--- config.mk ---
export PLATFORM = sky130hd
export DESIGN_NAME = debouncer_multi
export DESIGN_NICKNAME = d
export VERILOG_FILES = /design/src/rtl/debouncer_pkg.sv /design/src/rtl/debouncer_ch.sv /design/src/rtl/debouncer_multi.sv
export SDC_FILE = /design/constraint.sdc
export NUM_CORES = 1
export LEC_CHECK = 0
export CORE_ASPECT_RATIO = 0.7
export CORE_MARGIN = 4
export CORE_UTILIZATION = 45
export CTS_CLUSTER_SIZE = 12
export DETAILED_ROUTE_END_ITERATION = 10
export GPL_TIMING_DRIVEN = 0
export PLACE_DENSITY = 0.71
export RECOVER_POWER = 50
export SYNTH_ARGS = -nofsm -noshare
export SYNTH_HDL_FRONTEND = slang
export SYNTH_SLANG_ARGS = --single-unit
--- constraint.sdc ---
create_clock -name clk -period 3.2 [get_ports clk]
set_clock_uncertainty 0.05 [all_clocks]
set_input_delay 0.64 -clock clk [delete_from_list [all_inputs] [get_ports clk]]
set_output_delay 0.64 -clock clk [all_outputs]
set_load 0.01 [all_outputs]
--- src/rtl/debouncer_pkg.sv ---
// Shared types and helpers for the multi-channel switch debouncer.
package debouncer_pkg;

    localparam int MAX_CH = 32;

    // Per-channel event bundle; 'rel' is the release pulse ('release' is a keyword).
    typedef struct packed {
        logic press;
        logic rel;
        logic flip;
    } ch_evt_t;

    // A zero threshold is treated as one so a channel can never lock up.
    function automatic logic [31:0] eff_thresh(input logic [31:0] thresh);
        logic [31:0] te;
        if (thresh == 32'd0) begin
            te = 32'd1;
        end else begin
            te = thresh;
        end
        return te;
    endfunction

endpackage

--- src/rtl/debouncer_ch.sv ---
// One debounce channel: 2FF synchronizer, stability counter, debounced level and
// polarity-corrected press/release pulses. 'flip' is the combinational update strobe.
module debouncer_ch
    import debouncer_pkg::*;
#(
    parameter int   CNT_W  = 16,
    parameter logic PULLUP = 1'b0
) (
    input  logic             clk,
    input  logic             rstn,
    input  logic             sig,
    input  logic [CNT_W-1:0] thresh,
    output logic             debounced,
    output logic             active,
    output ch_evt_t          evt
);

    logic             s1_r;
    logic             s2_r;
    logic             deb_r;
    logic             press_r;
    logic             rel_r;
    logic [CNT_W-1:0] cnt_r;
    logic [CNT_W-1:0] cnt_nxt_s;
    logic             deb_nxt_s;
    logic             flip_s;
    logic [CNT_W:0]   te_s;
    logic [CNT_W:0]   cnt_inc_s;

    // Stability counter next state; one bit of headroom keeps cnt+1 from wrapping.
    always_comb begin
        te_s      = (CNT_W+1)'(eff_thresh(32'(thresh)));
        cnt_inc_s = {1'b0, cnt_r} + {{CNT_W{1'b0}}, 1'b1};
        flip_s    = 1'b0;
        deb_nxt_s = deb_r;
        cnt_nxt_s = '0;
        if (s2_r == deb_r) begin
            cnt_nxt_s = '0;
        end else if (cnt_inc_s >= te_s) begin
            flip_s    = 1'b1;
            deb_nxt_s = s2_r;
            cnt_nxt_s = '0;
        end else begin
            cnt_nxt_s = cnt_inc_s[CNT_W-1:0];
        end
    end

    // Synchronizer, counter, debounced level and registered pulses.
    always_ff @(posedge clk) begin
        if (!rstn) begin
            s1_r    <= PULLUP;
            s2_r    <= PULLUP;
            deb_r   <= PULLUP;
            cnt_r   <= '0;
            press_r <= 1'b0;
            rel_r   <= 1'b0;
        end else begin
            s1_r    <= sig;
            s2_r    <= s1_r;
            deb_r   <= deb_nxt_s;
            cnt_r   <= cnt_nxt_s;
            press_r <= flip_s & (s2_r ^ PULLUP);
            rel_r   <= flip_s & ~(s2_r ^ PULLUP);
        end
    end

    assign debounced = deb_r;
    assign active    = deb_r ^ PULLUP;
    assign evt       = {press_r, rel_r, flip_s};

endmodule

--- src/rtl/debouncer_multi.sv ---
// N_CH independent debounce channels with sticky event flags (write-one-to-clear)
// and a maskable interrupt.
module debouncer_multi
    import debouncer_pkg::*;
#(
    parameter int              N_CH        = 4,
    parameter int              CNT_W       = 16,
    parameter logic [N_CH-1:0] PULLUP_MASK = '0
) (
    input  logic             clk,
    input  logic             rstn,
    input  logic [N_CH-1:0]  i_sig,
    input  logic [CNT_W-1:0] i_thresh,
    input  logic [N_CH-1:0]  i_evt_clr,
    input  logic [N_CH-1:0]  i_irq_en,
    output logic [N_CH-1:0]  o_debounced,
    output logic [N_CH-1:0]  o_active,
    output logic [N_CH-1:0]  o_press,
    output logic [N_CH-1:0]  o_release,
    output logic [N_CH-1:0]  o_evt_pend,
    output logic             o_irq
);

    if (N_CH < 1 || N_CH > MAX_CH) begin : g_bad_n_ch
        $error("debouncer_multi: N_CH out of range");
    end

    ch_evt_t         evt_s [N_CH];
    logic [N_CH-1:0] flip_s;
    logic [N_CH-1:0] pend_r;

    for (genvar c = 0; c < N_CH; c++) begin : g_ch
        debouncer_ch #(
            .CNT_W  (CNT_W),
            .PULLUP (PULLUP_MASK[c])
        ) u_ch (
            .clk       (clk),
            .rstn      (rstn),
            .sig       (i_sig[c]),
            .thresh    (i_thresh),
            .debounced (o_debounced[c]),
            .active    (o_active[c]),
            .evt       (evt_s[c])
        );
    end

    // Gather per-channel event bundles into flat vectors.
    always_comb begin
        o_press   = '0;
        o_release = '0;
        flip_s    = '0;
        for (int c = 0; c < N_CH; c++) begin
            o_press[c]   = evt_s[c].press;
            o_release[c] = evt_s[c].rel;
            flip_s[c]    = evt_s[c].flip;
        end
    end

    // Sticky pending flags; a new transition beats a simultaneous clear.
    always_ff @(posedge clk) begin
        if (!rstn) begin
            pend_r <= '0;
        end else begin
            pend_r <= (pend_r & ~i_evt_clr) | flip_s;
        end
    end

    assign o_evt_pend = pend_r;
    assign o_irq      = |(pend_r & i_irq_en);

endmodule

==> flow_summary.json, run 1 <==
{
  "syn-cell-area_um2": 5170,
  "syn_nets": 658,
  "vias": 4231,
  "path_clk_slew_ps": 70,
  "place_ws_ps": -295.6,
  "syn_avg_cell_area_um2": 9.232,
  "ys.flop_type": "dfxtp_1",
  "intPower_mw": 1.693,
  "drc": 0,
  "switching_share": 0.2424,
  "maxCapViolCount": 0,
  "post_drt_wl_per_cell_um": 16.42,
  "hold_viol_final": 0,
  "finalNetCount": 738,
  "ys_async_sr_fraction": 0,
  "slew_headroom": 0.6683,
  "pwr-share-seq": 0.494,
  "hpwlAfterDp_mm": 9.672,
  "wirelength_mm": 13.09,
  "most-common-layout-cells": "79 x dfxtp_1, 65 x ha_1, 41 x nor2b_1",
  "drtPass1Iterations": 4,
  "synth_cell_types": 53,
  "n_fill_cell": 959,
  "cp_max_fo": 5,
  "antenna_found_initial": 0,
  "p_clk_frac": 0.437,
  "yosysSeqAreaShare": 0.3408,
  "grt_pass1_wl_mm": 20.39,
  "placed_area_um2": 5852,
  "period_needed_ps": 3107,
  "synth_edf_count": 0,
  "fin_area_um2": 6535,
  "core_area_um2": 11130,
  "p_comb_frac": 0.069,
  "row_count": 32,
  "drv_slew": 0,
  "cts-root-buf": "clkbuf_16",
  "crit_arrival_ps": 3350,
  "grt_max_degree": 16,
  "gr-total-overflow": 0,
  "finalCritPeriodShare": 0.9709,
  "cts_max_level": 3,
  "die_h_um": 97.68,
  "peakVddDrop_mv": 0.2405,
  "cts_sinks": 88,
  "setup_violations": 0,
  "final_common_cell": "dfxtp_1",
  "numCtsBuffers": 9,
  "required_ps": 3440,
  "antenna_cells": 0,
  "cts_tree": "yes",
  "globalplace.congestion": 0.8397,
  "final_util": 0.5871,
  "crit_path_end_kind": "flop",
  "hold_buffers": 0,
  "dieWidth_um": 136.1,
  "status": "finished, final reports clean",
  "ys_ff_latch": 88,
  "path_class": "flop to flop",
  "postLayoutSetupSlackWorst_ps": 93.25,
  "vias_per_cell": 5.309,
  "portBuffers": 49,
  "die-area_um2": 13300,
  "worst_pin_slew_ps": 497.5,
  "antenna_left": 0,
  "start_util": 0.4645,
  "grt_usage": 0.1944,
  "hp-class": "flop to flop",
  "powerDensity_nw_per_um2": 342.0,
  "cts_buffer_depth": 2,
  "io_pins": 51,
  "p_sw_mw": 0.5416,
  "crit_path_start_kind": "flop",
  "clk_latency_ps": 350,
  "power_leakage_nw": 2.997,
  "syn_inst": 560,
  "grt_pass1_vias": 4135,
  "drt_iter0_drc": 171,
  "ys.warnings.count": 0,
  "fmax_mhz": 321.9,
  "area_growth_pct": 26.40,
  "drive_above_1_share": 0.1848
}
==> through the flow <==
stage | total power, mW | setup TNS (ps) | hold slack, ps | std cells
3_5_place_dp | 1.271 | -9148 | 377.9 | 762
6_report | 2.235 | 0 | 399.0 | 797
2_1_floorplan | 1.200 | 0 | 361.9 | 560
3_3_place_gp | 1.265 | -6849 | 366.8 | 762
5_1_grt | 2.318 | -1475 | 430.9 | 797
4_1_cts | 2.246 | 0 | 395.7 | 782
==> metal layers <==
layer / global-route usage / vias to the layer above / part of all wire
met5: 0 / - / 0
met4: 0.05422 / 0 / 0.014
met3: 0.04555 / 19 / 0.036
met2: 0.3108 / 73 / 0.48
met1: 0.2615 / 2040 / 0.47
li1: - / 2099 / -
==> state kept, by name, summed over array words and instances (netlist names) <==
name,cells
g_ch.u_ch.cnt_r,64
g_ch.u_ch.active,4
g_ch.u_ch.press_r,4
g_ch.u_ch.rel_r,4
g_ch.u_ch.s1_r,4
g_ch.u_ch.s2_r,4
o_evt_pend,4
==> power groups by stage <==
stage / logic (mW) / registers, mW / clock network, mW
2_1_floorplan: 0.0702 / 1.13 / 0
3_3_place_gp: 0.135 / 1.13 / 0
3_5_place_dp: 0.140 / 1.13 / 0
4_1_cts: 0.144 / 1.11 / 0.996
5_1_grt: 0.169 / 1.10 / 1.04
6_report: 0.153 / 1.10 / 0.977
==> area by class of cell <==
type,count,area (um^2),share of cell area
inverter,24,90.09,0.01379
clock buffer,9,225.2,0.03446
buffer,23,166.4,0.02546
multi-input combinational,424,3376,0.5166
timing repair buffer,70,659.4,0.1009
clock inverter,6,46.29,0.007084
sequential,88,1780,0.2724
tap,153,191.4,0.02929
==> critical path: stages, from the launching register on <==
cell     delay (ps)
dfxtp_1         370
and3_1          160
nand3_1         140
nor3_1          410
nand2_1         140
xnor2_1         250
ha_1            290
o21a_1          200
a21oi_2         130
o21ai_1          70
a31oi_1         240
nand4_1         260
buf_4           240
nor2b_1         100
==> synth_stat cells (9+ instances only) <==
cell type | count | area (um^2)
and2_1 | 9 | 56.30
a21oi_1 | 18 | 90.09
dfxtp_1 | 88 | 1762
and3_1 | 19 | 118.9
nand4_1 | 18 | 112.6
ha_1 | 68 | 850.8
nor3_1 | 11 | 55.05
o21ai_0 | 12 | 60.06
xor2_1 | 26 | 227.7
nand3_1 | 30 | 150.1
nor2b_1 | 43 | 269.0
inv_1 | 24 | 90.09
nand2_1 | 40 | 150.1
xnor2_1 | 34 | 297.8
nor2_1 | 20 | 75.07
buf_4 | 17 | 127.6
==> repair_timing <==
action | CTS | global route
endpoints found under the setup margin | 55 | 66
hold endpoints to repair | 0 | 0
gates resized for setup | 16 | 43
setup buffers | 5 | 15
gates cloned | 0 | 1
pin swaps | 6 | 21
==> worst paths after layout <==
| path | start | endpoint | slack (ps) | cells past startpoint |
|---|---|---|---|---|
| max | g_ch[3].u_ch.cnt_r[4] | g_ch[3].u_ch.cnt_r[5] | 90 | 13 |
| min reg2reg | g_ch[2].u_ch.s1_r | g_ch[2].u_ch.s2_r | 400 | 1 |
| min | g_ch[2].u_ch.s1_r | g_ch[2].u_ch.s2_r | 400 | 1 |
| max reg2reg | g_ch[3].u_ch.cnt_r[4] | g_ch[3].u_ch.cnt_r[5] | 90 | 13 |
==> cell families after synthesis <==
family / synth area share
and+or+nand+nor: 0.2640
buffers and inverters: 0.04913
muxes: 0.005809
DFF: 0.3408
AOI/OAI and AO/OA: 0.07406
xor gates and xnor gates: 0.1016
adders and majority gates: 0.1646
No activity file was read; power rests on OpenSTA's default activity.
==> run 2: changes to the inputs <==
--- a/config.mk
+++ b/config.mk
@@ -5,6 +5,7 @@
 export SDC_FILE = /design/constraint.sdc
 export NUM_CORES = 1
 export LEC_CHECK = 0
+export ABC_AREA = 0
 export CORE_ASPECT_RATIO = 0.7
 export CORE_MARGIN = 4
 export CORE_UTILIZATION = 45
==> results of run 2 <==
No change in the layout: final DEF, timing and power equal those of run 1.
==> run 3: changes to the inputs <==
--- a/config.mk
+++ b/config.mk
@@ -9,6 +9,7 @@
 export CORE_ASPECT_RATIO = 0.7
 export CORE_MARGIN = 4
 export CORE_UTILIZATION = 45
+export CTS_BUF_LIST = sky130_fd_sc_hd__clkbuf_16
 export CTS_CLUSTER_SIZE = 12
 export DETAILED_ROUTE_END_ITERATION = 10
 export GPL_TIMING_DRIVEN = 0
==> results of run 3 <==
No change in the layout: final DEF, timing and power equal those of run 1.
